**src/rtl/sw_debounce.sv**
```systemverilog
// Multi-channel switch debouncer: 2-flop sync, shared tick prescaler, per-channel stability counter.
// Define SW_DEBOUNCE_EDGE_OUT_EN to generate rise_pulse/fall_pulse; otherwise both are tied to 0.
module sw_debounce #(
  parameter int WIDTH        = 10,
  parameter int TICK_DIV     = 50000,
  parameter int STABLE_TICKS = 10
) (
  input  logic             clk,
  input  logic             reset,
  input  logic [WIDTH-1:0] raw_in,
  output logic [WIDTH-1:0] db_out,
  output logic [WIDTH-1:0] rise_pulse,
  output logic [WIDTH-1:0] fall_pulse
);

  localparam int PW = $clog2(TICK_DIV);
  localparam int CW = $clog2(STABLE_TICKS);
  localparam logic [PW-1:0] PRESC_MAX = PW'(TICK_DIV - 1);
  localparam logic [CW-1:0] CNT_MAX   = CW'(STABLE_TICKS - 1);

  localparam logic [0:0] ST_IDLE    = 1'b0;
  localparam logic [0:0] ST_PENDING = 1'b1;

  logic [WIDTH-1:0] sync1;
  logic [WIDTH-1:0] sync2;
  logic [PW-1:0]    presc;
  logic             tick;
  logic [CW-1:0]    cnt [WIDTH];
  logic [WIDTH-1:0] state_dbg;
  logic [WIDTH-1:0] accept;

  assign tick = (presc == PRESC_MAX);

  // Per-channel state is implied by the sync2/db_out mismatch; exposed as a vector for probing.
  always_comb begin
    state_dbg = '0;
    accept    = '0;
    for (int i = 0; i < WIDTH; i++) begin
      state_dbg[i] = (sync2[i] != db_out[i]) ? ST_PENDING : ST_IDLE;
      accept[i]    = (state_dbg[i] == ST_PENDING) && tick && (cnt[i] == CNT_MAX);
    end
  end

  always_ff @(posedge clk) begin
    if (reset) begin
      sync1  <= '0;
      sync2  <= '0;
      presc  <= '0;
      db_out <= '0;
      for (int i = 0; i < WIDTH; i++) begin
        cnt[i] <= '0;
      end
    end else begin
      sync1 <= raw_in;
      sync2 <= sync1;
      presc <= tick ? '0 : presc + PW'(1);
      for (int i = 0; i < WIDTH; i++) begin
        case (state_dbg[i])
          ST_IDLE: cnt[i] <= '0;
          ST_PENDING: begin
            if (accept[i]) begin
              db_out[i] <= sync2[i];
              cnt[i]    <= '0;
            end else if (tick && (cnt[i] < CNT_MAX)) begin
              cnt[i] <= cnt[i] + CW'(1);
            end
          end
          default: cnt[i] <= '0;
        endcase
      end
    end
  end

`ifdef SW_DEBOUNCE_EDGE_OUT_EN
  // Pulses load on the same edge as db_out, so they line up with the level change.
  always_ff @(posedge clk) begin
    if (reset) begin
      rise_pulse <= '0;
      fall_pulse <= '0;
    end else begin
      rise_pulse <= accept & sync2;
      fall_pulse <= accept & ~sync2;
    end
  end
`else
  assign rise_pulse = '0;
  assign fall_pulse = '0;
`endif

endmodule

```
**config.mk**
```make
export PLATFORM = sky130hd
export DESIGN_NAME = sw_debounce
export DESIGN_NICKNAME = d
export VERILOG_FILES = /design/src/rtl/sw_debounce.sv
export SDC_FILE = /design/constraint.sdc
export NUM_CORES = 1
export LEC_CHECK = 0
export BUFFER_PORTS_ARGS = -buffer_cell sky130_fd_sc_hd__clkbuf_2
export CORE_MARGIN = 2
export CORE_UTILIZATION = 40
export CTS_BUF_LIST = sky130_fd_sc_hd__clkbuf_16
export CTS_CLUSTER_DIAMETER = 200
export DETAILED_ROUTE_END_ITERATION = 8
export PLACE_DENSITY = 0.54
export SYNTH_ARGS = -nofsm -noshare
export SYNTH_HDL_FRONTEND = slang
export SYNTH_SLANG_ARGS = --single-unit
```
**constraint.sdc**
```tcl
create_clock -name clk -period 2.66 [get_ports clk]
set_input_delay 0.532 -clock clk [delete_from_list [all_inputs] [get_ports clk]]
set_output_delay 0.532 -clock clk [all_outputs]
set_load 0.01 [all_outputs]
```
== Word-level counts from Yosys, hierarchy flattened ==
Memory sizes are Yosys's and may differ from the RTL's.
Index checks and enable logic that the tools add are counted.
Cells by class
  add/sub/neg operators: 11
  magnitude comparators: 10
  eq/ne operators: 21
  muxes and demuxes: 162
  bitwise operators: 30
  reduce and logical (&&, ||, !) cells: 41
Operators by type and width (number)
  2-to-1 mux 1 bit: 132
  2-to-1 mux 4 bit: 30
  adder 4 x 1 -> 4 bit (second input constant): 10
  equality test 4 bit (second input constant): 10
  less-than comparator 4 bit (second input constant): 10
  logical AND 1 bit: 30
  OR 1 bit: 30
  AND reduction 2 bit: 10
  adder 16 x 1 -> 16 bit (second input constant): 1
  equality test 16 bit (second input constant): 1
  inequality test 1 bit: 10
  OR reduction 2 bit: 1
Storage, ports and cells
  bits in registers: 46
  RAM bits: 40
  input port bits: 12
  word-level logic and storage cells: 289
  memories kept: 1
Memory list
  cnt: words 10, width 4, read ports 10, clocked after Yosys merged registers in 0, wr ports 10, line 28  | logic [CW-1:0] cnt [WIDTH];

== Depth between registers and ports, before layout ==
Gate-level depths: netlist of the first run.
  depth in word-level cells: 10
  depth in mapped cells: 6
  depth with buffers taken out: 6

== Worst setup path before layout of the first run ==
OpenSTA, ideal clock, no wires.
  path kind: register -> register
  from: memory cnt[9][0] (netlist bit)
  to: memory cnt[9][0] (netlist bit) (enable)
  setup time: 0.307 ns
  arrival: 1.591 ns
  path slack: 0.762 ns
  cell stages (with the launch flop): 6
  buffers on the path: 0
  period minus slack after synthesis: 1.898 ns
  cells stage by stage: edfxtp_1 -> ha_1 -> or3b_2 -> a21oi_1 -> o21ai_0 -> nand2_1
RTL lines (line)
  start: declaration: 28

==> metrics.yaml, run 1 <==
ctsRootBufferMaster: "sky130_fd_sc_hd__clkbuf_16"
dp_hpwl_um: 5270
floorplan.rows: 38
wire_per_inst_um: 11.9
finish.net_count: 522
clockBufferDepth: 2
global_route.usage.total: 0.137
crit_family: "simple AND/OR/NAND/NOR gates"
max_clock_freq_mhz: 484
placement.cell_area_mm2: 0.00470
final_antenna_net_count: 0
grt_overflow: 0
layout_min_cycle_time_ns: 2.07
ys_ff_latch: 86
tritoncts_num_sinks: 86
worst_path_largest_cell_delay_ns: 0.56
totalWireLength_um: 7450
critPathRequiredTime_ns: 2.68
tritoncts: "yes"
asyncSetResetFlopFracSynth: 0
crit_path_cell_trace: "ha_1, and3_1, and4_4, o21ai_0, nand2_1"
grt_start_max_net_pins: 41
preCtsSetupSlack_ns: 0.568
fin_crit_sh: 0.777
worst-path-max-fanout: 28
vias: 2947
number_of_setup_buffers_added_after_cts: 0
first_global_vias: 2813
dr.first_iter.drc_count: 58
first_pass_grt_wire_length_um: 12900
setup_tns_ns: 0
ys_seq_area_frac: 0.469
kind_of_start_point_of_the_critical_path: "register"
initial_utilization: 0.414
ioPinCount: 42
detail_route.drc_violations: 0
status: "completed"
finalMaxSlewViolations: 0
synth_largest_area_cell: "sky130_fd_sc_hd__edfxtp_1"
yosys_most_used_dff: "sky130_fd_sc_hd__dfxtp_1"
power.density_mw_per_mm2: 576
cts.htree.levels: 3
leakage_dissipation_nw: 1.90
route.detailed.vias_per_inst: 4.72
synthesis.area_per_instance_um2: 9.99
placedCellCount: 608
finalHoldViolations: 0
final_worst_hold_slack_ns: 0.411
post-route-cell-area_mm2: 0.00503
drv.max_cap_violation_count: 0
standard_cell_core_area_mm2: 0.0109
antennaDiodeCount: 0
post_synth_edffs: 40
ctsResizeCount: 0
critPathSlowestCell: "sky130_fd_sc_hd__and4_4"
numCtsBuffers: 9
max-vdd-ir-drop_uv: 329
synth_warnings: 0
fin_cells: 624
syn-cell-area_mm2: 0.00453
worstPathArrival_ns: 2.09
yosys.area.top_type_share: 0.265
drive_gt1_frac: 0.132
synthDistinctLibCells: 30
cp-end-kind: "register"
yosys-top-cells-area: "sky130_fd_sc_hd__edfxtp_1, sky130_fd_sc_hd__dfxtp_1, sky130_fd_sc_hd__ha_1"
cells_after_synth: 453
grt_setup_unrepaired: "false"
place_congestion: 0.765
cts_hold_buffers: 0
antenna_found_initial: 0
crit_path_category: "reg2reg"
final_setup_violation_count: 0
die_height_um: 110
final.setup_skew_ns: 0.00656
reg2reg_slack_ns: 0.59
worst_setup_hold_path_clk_slew_ns: 0.06
die_x_um: 110
hp-class: "in2reg"
finalPower_mw: 2.90
drt_pre_antenna_iters: 4
layout_area_growth_over_synthesis_pct: 11.0
die_area_mm2: 0.0122
final_critical_path_setup_slack_ns: 0.592
placement.io_buffers: 21
clk_latency_ns: 0.33
fin_util: 0.460
worstPathBufferInverterCount: 0
## cell usage after synthesis, types with 3 or more instances
library cell,n
sky130_fd_sc_hd__buf_4,22
sky130_fd_sc_hd__edfxtp_1,40
sky130_fd_sc_hd__nor3_1,5
sky130_fd_sc_hd__xor2_1,11
sky130_fd_sc_hd__or3b_2,9
sky130_fd_sc_hd__a21oi_1,19
sky130_fd_sc_hd__dfxtp_1,46
sky130_fd_sc_hd__nand2_1,24
sky130_fd_sc_hd__o31ai_1,10
sky130_fd_sc_hd__clkbuf_1,4
sky130_fd_sc_hd__nand4_1,7
sky130_fd_sc_hd__xnor2_1,33
sky130_fd_sc_hd__nor4_1,3
sky130_fd_sc_hd__nand3_4,10
sky130_fd_sc_hd__ha_1,31
sky130_fd_sc_hd__nand3_1,23
sky130_fd_sc_hd__o21ai_0,10
sky130_fd_sc_hd__nor2b_1,20
sky130_fd_sc_hd__inv_1,35
sky130_fd_sc_hd__buf_2,3
sky130_fd_sc_hd__nor2_1,76
## where the power goes
part / switching (mW) / internal (mW)
logic: 0.0723 / 0.0475
registers: 0.0275 / 1.41
clock network: 0.473 / 0.866
## layer usage
metal / global-route usage / part of all wire / wire (µm) / up-vias
met1: 0.167 / 0.48 / 3540 / 1371
met4: 0.0545 / 0.019 / 142 / 0
met2: 0.232 / 0.48 / 3570 / 37
li1: - / - / - / 1527
met3: 0.0353 / 0.027 / 200 / 12
met5: 0 / 0 / 0 / -
## final cells by class
class	count	area, µm²
fill	1038	5910
multi-input combinational	321	2130
sequential	86	2120
clock buffer	10	250
tap	140	175
timing repair buffer	26	143
inverter	35	131
clock inverter	6	75.1
## registers in the layout, indices dropped and copies added, names as in the netlist
register  cells
cnt          40
db_out       10
presc        16
sync1        10
sync2        10
## worst reg2reg max path: stages, from the launching register on
cell and delay, ns:
sky130_fd_sc_hd__dfxtp_1 0.37, sky130_fd_sc_hd__ha_1 0.22, sky130_fd_sc_hd__and3_1 0.22, sky130_fd_sc_hd__and4_4 0.56, sky130_fd_sc_hd__o21ai_0 0.18, sky130_fd_sc_hd__nand2_1 0.21
## placed cells by master, fill, tap and decap left out
cell / netlist / final
sky130_fd_sc_hd__nor4b_4: 1 / 1
sky130_fd_sc_hd__nor2b_1: 20 / 20
sky130_fd_sc_hd__o21ai_0: 10 / 10
sky130_fd_sc_hd__o31ai_1: 10 / 10
sky130_fd_sc_hd__clkbuf_2: 0 / 21
sky130_fd_sc_hd__a21oi_1: 19 / 19
sky130_fd_sc_hd__and4bb_2: 2 / 2
sky130_fd_sc_hd__and3_1: 2 / 2
sky130_fd_sc_hd__inv_1: 35 / 37
sky130_fd_sc_hd__nor3_1: 5 / 5
sky130_fd_sc_hd__nand3_1: 23 / 23
sky130_fd_sc_hd__and3b_1: 1 / 1
sky130_fd_sc_hd__edfxtp_1: 40 / 40
sky130_fd_sc_hd__ha_1: 31 / 31
sky130_fd_sc_hd__bufinv_16: 0 / 2
sky130_fd_sc_hd__nor4_1: 3 / 3
sky130_fd_sc_hd__clkinv_1: 0 / 2
sky130_fd_sc_hd__clkbuf_16: 0 / 10
sky130_fd_sc_hd__a21bo_2: 1 / 1
sky130_fd_sc_hd__xor2_1: 11 / 11
sky130_fd_sc_hd__conb_1: 1 / 20
sky130_fd_sc_hd__or3b_2: 9 / 9
sky130_fd_sc_hd__nand3_4: 10 / 10
sky130_fd_sc_hd__and4_4: 1 / 1
sky130_fd_sc_hd__nor2_2: 2 / 2
sky130_fd_sc_hd__nand2_1: 24 / 24
sky130_fd_sc_hd__nor2_1: 76 / 76
sky130_fd_sc_hd__nand4_1: 7 / 7
sky130_fd_sc_hd__buf_4: 22 / 5
sky130_fd_sc_hd__dfxtp_1: 46 / 46
sky130_fd_sc_hd__xnor2_1: 33 / 33
## cell families after synthesis
kind of cell,count (synthesis),synth area share
buffers and inverters,65,0.0766
adders and majority gates,31,0.0857
DFF,86,0.469
xor gates and xnor gates,44,0.0851
AOI/OAI and AO/OA,40,0.0509
other,1,0.000828
and+or+nand+nor,186,0.232
## final timing paths
check | to | start | depth (start not counted)
setup reg to reg | cnt[7][0] | presc[0] | 5
setup / recovery | cnt[7][0] | presc[0] | 5
hold reg to reg | sync2[3] | sync1[3] | 1
hold / removal | sync1[0] | raw_in[0] | 2
Power figures use the tool's default switching activity.
==> run 2, diff against run 1 <==
--- a/config.mk
+++ b/config.mk
@@ -5,13 +5,14 @@
 export SDC_FILE = /design/constraint.sdc
 export NUM_CORES = 1
 export LEC_CHECK = 0
+export ABC_AREA = 1
 export BUFFER_PORTS_ARGS = -buffer_cell sky130_fd_sc_hd__clkbuf_2
 export CORE_MARGIN = 2
 export CORE_UTILIZATION = 40
 export CTS_BUF_LIST = sky130_fd_sc_hd__clkbuf_16
 export CTS_CLUSTER_DIAMETER = 200
 export DETAILED_ROUTE_END_ITERATION = 8
-export PLACE_DENSITY = 0.54
+export PLACE_DENSITY = 0.57
 export SYNTH_ARGS = -nofsm -noshare
 export SYNTH_HDL_FRONTEND = slang
 export SYNTH_SLANG_ARGS = --single-unit
==> constraint.sdc (replaced) <==
create_clock -name clk -period 1.9 [get_ports clk]
set_input_delay 0.38 -clock clk [delete_from_list [all_inputs] [get_ports clk]]
set_output_delay 0.38 -clock clk [all_outputs]
set_load 0.01 [all_outputs]
==> metrics.yaml, run 2 <==
status: "completed"
grt_setup_unrepaired: "false"
grt_start_max_net_pins: 32  # -22%
leading_cell_types_in_the_layout_fill_and_taps_excluded: "sky130_fd_sc_hd__nor2_1, sky130_fd_sc_hd__inv_1, sky130_fd_sc_hd__nand2_1, sky130_fd_sc_hd__dfxtp_1, sky130_fd_sc_hd__edfxtp_1"
placement.io_buffers: 21  # unchanged
totalWireLength_um: 8370  # +12%
cells_after_synth: 534  # +18%
antenna_found_initial: 0  # unchanged
worst_setup_hold_path_clk_slew_ns: 0.06  # about the same
initial_utilization: 0.414  # about the same
yosys.area.top_type_share: 0.265  # about the same
layout_min_cycle_time_ns: 1.75  # -0.316 ns
final.setup_skew_ns: 0.00510  # -0.00146 ns
finish.net_count: 619  # +19%
leakage_dissipation_nw: 2.30  # +21%
worst_hold_path.num_cells: 3  # +1
hp-class: "in2reg"
most_flop_heavy_register: "cnt"
final_antenna_net_count: 0  # unchanged
first_pass_grt_wire_length_um: 13400  # +4.1%
cp-end-kind: "register"
largest_registers_ranked_by_flip_flop_count: "cnt: 40 flops, presc: 16 flops"
yosys_most_used_dff: "sky130_fd_sc_hd__dfxtp_1"
crit_path_category: "reg2reg"
die_height_um: 110  # about the same
asyncSetResetFlopFracSynth: 0  # unchanged
grt_overflow: 0  # unchanged
dr.first_iter.drc_count: 149  # +160%
worst-path-max-fanout: 10  # -64%
yosysMostFrequentCell: "sky130_fd_sc_hd__nor2_1"
wire_per_inst_um: 11.6  # -2.8%
die_area_mm2: 0.0122  # about the same
vias: 3274  # +11%
finalMaxSlewViolations: 0  # unchanged
antennaDiodeCount: 0  # unchanged
ff2ff_path_depth: 6  # +1
critPathRequiredTime_ns: 1.93  # -0.75 ns
yosys-top-cells-area: "sky130_fd_sc_hd__edfxtp_1, sky130_fd_sc_hd__dfxtp_1, sky130_fd_sc_hd__nor2_1"
final_setup_violation_count: 0  # unchanged
global_route.usage.total: 0.145  # +0.00838
place_congestion: 0.773  # +1.1%
kind_of_start_point_of_the_critical_path: "register"
synth_warnings: 0  # unchanged
power.density_mw_per_mm2: 788  # +37%
mostFrequentLayoutCell: "sky130_fd_sc_hd__nor2_1"
worst_r2r_startpoint: "presc[0]"
max_clock_freq_mhz: 571  # +18%
die_x_um: 110  # about the same
ys_seq_area_frac: 0.469  # about the same
tritoncts_num_sinks: 86  # unchanged
post_synth_edffs: 40  # unchanged
synthesis.area_per_instance_um2: 8.47  # -15%
syn-cell-area_mm2: 0.00453  # about the same
cts.htree.levels: 3  # unchanged
fin_crit_sh: 0.922  # +0.145
placedCellCount: 702  # +15%
max-vdd-ir-drop_uv: 429  # +30%
setup_tns_ns: 0  # unchanged
detail_route.drc_violations: 0  # unchanged
reg2reg_slack_ns: 0.15  # -0.44 ns
ys_ff_latch: 86  # unchanged
clockBufferDepth: 2  # unchanged
drv.max_cap_violation_count: 0  # unchanged
floorplan.rows: 38  # unchanged
layout_area_growth_over_synthesis_pct: 15.2
numCtsBuffers: 9  # unchanged
cts_hold_buffers: 0  # unchanged
worstPathArrival_ns: 1.78  # -0.31 ns
synth_largest_area_cell: "sky130_fd_sc_hd__edfxtp_1"
drt_pre_antenna_iters: 4  # unchanged
route.detailed.vias_per_inst: 4.54  # -3.9%
end_of_the_worst_hold_path: "sync1[0]"
ctsRootBufferMaster: "sky130_fd_sc_hd__clkbuf_16"
finalHoldViolations: 0  # unchanged
dp_hpwl_um: 5980  # +13%
drive_gt1_frac: 0.110  # -0.0221
synth.cells.most_frequent: "sky130_fd_sc_hd__nor2_1, sky130_fd_sc_hd__inv_1, sky130_fd_sc_hd__nand2_1"
tritoncts: "yes"
min_delay_startpoint: "raw_in[0]"
first_global_vias: 2968  # +5.5%
synthDistinctLibCells: 25  # -17%
fin_cells: 721  # +16%
largest_register_ff_count: 40  # unchanged
standard_cell_core_area_mm2: 0.0109  # unchanged
ioPinCount: 42  # unchanged
regToRegEndpoint: "cnt[0][3]"
clk_latency_ns: 0.34  # about the same
-- run 2: changes by cell type in the layout (fill, tap and decap cells not counted), sizes merged, moves of 6 or more --
cell / before / now
o21ai: 10 / 3
nand3b: 0 / 10
nor2: 78 / 109
nor2b: 20 / 0
xnor2: 33 / 10
inv: 37 / 90
xor2: 11 / 24
or3b: 9 / 0
nand4: 7 / 13
o31ai: 10 / 0
a21oi: 19 / 9
buf: 5 / 18
a211oi: 0 / 9
nand2: 24 / 72
-- run 2: worst max path at each step --
stage,from,depth (start not counted),slack (ns),end
after global routing,presc[0],6,0.01,cnt[1][1]
after global placement,presc[0],7,0.09,cnt[4][0]
after CTS,presc[0],7,0.007,cnt[2][3]
final,presc[0],6,0.15,cnt[0][3]
after detailed placement,presc[0],7,0.02,cnt[2][2]
after floorplan,presc[0],7,0.25,cnt[1][0]
-- run 2: final cells by class --
cell class | count | area (µm²)
multi-input cells | 349 | 1970
repair inverters | 1 | 7.51
inverters | 90 | 340
flip-flops and latches | 86 | 2120
repair buffers | 39 | 256
well taps | 140 | 175
fillers | 1065 | 5720
clock inverters | 4 | 46.3
clock buffers | 12 | 300
-- run 2: cells by family (layout without fill, tap and decap cells) --
family | count (synthesis) | count (layout) | share of synthesized area
buffers and inverters | 118 | 146 | 0.117
adders and majority gates | 31 | 31 | 0.0857
other | 1 | 20 | 0.000829
and+or+nand+nor | 243 | 243 | 0.234
DFF | 86 | 86 | 0.469
xor gates and xnor gates | 34 | 34 | 0.0658
AOI/OAI and AO/OA | 21 | 21 | 0.0282
-- run 2: repair_timing --
action / in CTS / in global routing
gates resized for setup: 0 / 7
hold endpoints to repair: 0 / 0
setup buffers: 0 / 2
endpoints found under the setup margin: 0 / 56
-- run 2: worst max-delay path: stages (launching register included) --
cell and delay, ns:
sky130_fd_sc_hd__dfxtp_1 0.37, sky130_fd_sc_hd__ha_1 0.23, sky130_fd_sc_hd__nand3_2 0.13, sky130_fd_sc_hd__nor2_4 0.15, sky130_fd_sc_hd__buf_6 0.18, sky130_fd_sc_hd__nand4_1 0.16, sky130_fd_sc_hd__nand3_1 0.23
-- run 2: routing by layer --
metal / global-route usage / wire, µm
met1: 0.186 / 3890
met4: 0.0643 / 149
met5: 0 / 0
met3: 0.0282 / 339
met2: 0.240 / 3990
-- run 2: through the flow --
step                setup slack [ns]  cell area, µm²  hold WS, ns  total power [mW]  utilization
global placement              0.0943            4820        0.390              2.19        0.441
floorplan                      0.248            4600        0.388              2.17            -
global route                  0.0120            5210        0.235              4.26        0.477
CTS                          0.00729            5160        0.225              4.15        0.472
detailed placement            0.0222            4820        0.393              2.19        0.441
finish                         0.148            5210        0.231              4.11        0.477
-- run 2: report_power, final --
part           internal (mW)  leakage [nW]  switching, mW
combinational         0.0553          1.27         0.0991
clock                   1.25         0.169          0.701
sequential              1.97         0.858         0.0316
==> run 3, diff against run 2 <==
--- a/config.mk
+++ b/config.mk
@@ -5,7 +5,6 @@
 export SDC_FILE = /design/constraint.sdc
 export NUM_CORES = 1
 export LEC_CHECK = 0
-export ABC_AREA = 1
 export BUFFER_PORTS_ARGS = -buffer_cell sky130_fd_sc_hd__clkbuf_2
 export CORE_MARGIN = 2
 export CORE_UTILIZATION = 40
==> metrics.yaml, run 3 (same netlist as run 1, synthesis figures left out) <==
drt_pre_antenna_iters: 4  # unchanged
first_pass_grt_wire_length_um: 13400  # about the same
worst_path_largest_cell_delay_ns: 0.46  # +0.09 ns
die_height_um: 110  # about the same
critPathSlowestCell: "sky130_fd_sc_hd__or3b_2"
worstPathArrival_ns: 1.86  # +0.08 ns
fill_cells: 1001  # -6.0%
kind_of_start_point_of_the_critical_path: "register"
dr_wl_met3_um: 295  # -13%
tritoncts: "yes"
reg2reg_slack_ns: 0.07  # -0.07 ns
finalMaxSlewViolations: 0  # unchanged
place_congestion: 0.831  # +7.5%
status: "completed"
preCtsSetupSlack_ns: 0.0181  # -0.00410 ns
worst_r2r_startpoint: "cnt[4][1]"
most_flop_heavy_register: "cnt"
max-vdd-ir-drop_uv: 444  # +3.5%
worstPathBufferInverterCount: 1  # unchanged
final_antenna_net_count: 0  # unchanged
setup_tns_ns: 0  # unchanged
power.density_mw_per_mm2: 758  # -3.8%
ioPinCount: 42  # unchanged
worst-path-max-fanout: 4  # -6
max_clock_freq_mhz: 548  # -4.0%
crit_path_end: "cnt[4][3]"
final_setup_violation_count: 0  # unchanged
die_x_um: 110  # about the same
leakage_dissipation_nw: 2.14  # -7.0%
crit_path_category: "reg2reg"
drive_gt1_frac: 0.239  # +0.129
critical_path.startpoint: "cnt[4][1]"
route.detailed.vias_per_inst: 4.68  # +3.0%
grt_start_max_net_pins: 17  # -47%
vias: 3119  # -4.7%
regToRegEndpoint: "cnt[4][3]"
placement.io_buffers: 21  # unchanged
wire_per_inst_um: 12.0  # +3.0%
fin_crit_sh: 0.961  # +0.0387
standard_cell_core_area_mm2: 0.0109  # unchanged
clockBufferDepth: 2  # unchanged
finish.net_count: 565  # -8.7%
dp_hpwl_um: 5710  # -4.7%
worstSetupPathDepth: 6  # unchanged
cts.htree.levels: 3  # unchanged
cp-end-kind: "register"
layout_min_cycle_time_ns: 1.83  # +0.0735 ns
largest_registers_ranked_by_flip_flop_count: "cnt: 40 flops, presc: 16 flops"
mostFrequentLayoutCell: "sky130_fd_sc_hd__nor2_1"
initial_utilization: 0.414  # about the same
hp-class: "in2reg"
finalPower_mw: 4.13  # +0.44%
antenna_found_initial: 0  # unchanged
totalWireLength_um: 7980  # -4.7%
detailroute.wirelength.met2_um: 3830  # -4.0%
final_critical_path_setup_slack_ns: 0.0743  # -0.0735 ns
largest_register_ff_count: 40  # unchanged
dr.first_iter.drc_count: 123  # -17%
detail_route.drc_violations: 0  # unchanged
numCtsBuffers: 9  # unchanged
finalHoldViolations: 0  # unchanged
sequential_cell_area_mm2: 0.00212  # about the same
clk_latency_ns: 0.33  # about the same
crit_family: "simple AND/OR/NAND/NOR gates"
die_area_mm2: 0.0122  # about the same
detail_route.wirelength.met1_um: 3710  # -4.6%
ff2ff_path_depth: 6  # unchanged
floorplan.rows: 38  # unchanged
grt_overflow: 0  # unchanged
highest_layer: "met4"
ctsRootBufferMaster: "sky130_fd_sc_hd__clkbuf_16"
first_global_vias: 3011  # +1.4%
multiInputGateArea_mm2: 0.00218  # +11%
layout_area_growth_over_synthesis_pct: 20.2
critPathRequiredTime_ns: 1.93  # about the same
leading_cell_types_in_the_layout_fill_and_taps_excluded: "sky130_fd_sc_hd__nor2_1, sky130_fd_sc_hd__dfxtp_1, sky130_fd_sc_hd__buf_4, sky130_fd_sc_hd__edfxtp_1, sky130_fd_sc_hd__inv_1"
cts_hold_buffers: 0  # unchanged
tritoncts_num_sinks: 86  # unchanged
global_route.usage.total: 0.142  # -0.00333
final.setup_skew_ns: 0.00531  # +0.000213 ns
drv.max_cap_violation_count: 0  # unchanged
antennaDiodeCount: 0  # unchanged
crit_path_cell_trace: "inv_1, ha_1, or3b_2, a21oi_2, o21ai_1, nand2_1"
worst_setup_hold_path_clk_slew_ns: 0.06  # about the same
run 3: report_power, final:
| group | switching [mW] | total [mW] | internal, mW |
|---|---|---|---|
| Combinational | 0.123 | 0.224 | 0.101 |
| Clock | 0.681 | 1.90 | 1.21 |
| Sequential | 0.0316 | 2.01 | 1.97 |
| Total | 0.835 | 4.13 | 3.29 |
run 3: final cells by class:
class | count | share of cell area
inverters | 35 | 0.0241
clock buffers | 10 | 0.0460
repair buffers | 69 | 0.0924
clock inverters | 6 | 0.0140
multi-input cells | 321 | 0.401
flip-flops and latches | 86 | 0.390
well taps | 140 | 0.0322
run 3: worst register-to-register path, stage by stage, from the launching register on:
cell and delay [ns]:
sky130_fd_sc_hd__edfxtp_1 0.41, sky130_fd_sc_hd__inv_1 0.11, sky130_fd_sc_hd__ha_1 0.15, sky130_fd_sc_hd__or3b_2 0.46, sky130_fd_sc_hd__a21oi_2 0.17, sky130_fd_sc_hd__o21ai_1 0.07, sky130_fd_sc_hd__nand2_1 0.15
run 3: per-layer routing:
metal	GRT usage	vias to the layer above
met5	0	-
met1	0.175	1446
met4	0.0723	0
li1	-	1614
met2	0.240	50
met3	0.0235	9
run 3: worst min-delay path by stage:
stage | startpoint | end | slack [ns] | depth (start not counted)
final | raw_in[6] | sync1[6] | 0.25 | 2
after global routing | raw_in[8] | sync1[8] | 0.25 | 2
after CTS | raw_in[0] | sync1[0] | 0.24 | 2
after detailed placement | sync1[3] | sync2[3] | 0.42 | 1
after global placement | sync1[2] | sync2[2] | 0.42 | 1
after floorplan | sync1[0] | sync2[0] | 0.41 | 1
run 3: repair_timing:
action	4_1_cts	5_1_grt
gates resized for setup	0	23
endpoints found under the setup margin	0	50
buffers inserted	0	5
run 3: metrics by stage:
stage | cells | cell area (µm²) | hold WS [ns] | util
global placement | 646 | 5020 | 0.420 | 0.459
detailed placement | 646 | 5020 | 0.420 | 0.459
finish | 667 | 5440 | 0.253 | 0.498
floorplan | 472 | 4600 | 0.414 | -
CTS | 662 | 5350 | 0.245 | 0.489
global route | 667 | 5440 | 0.252 | 0.498
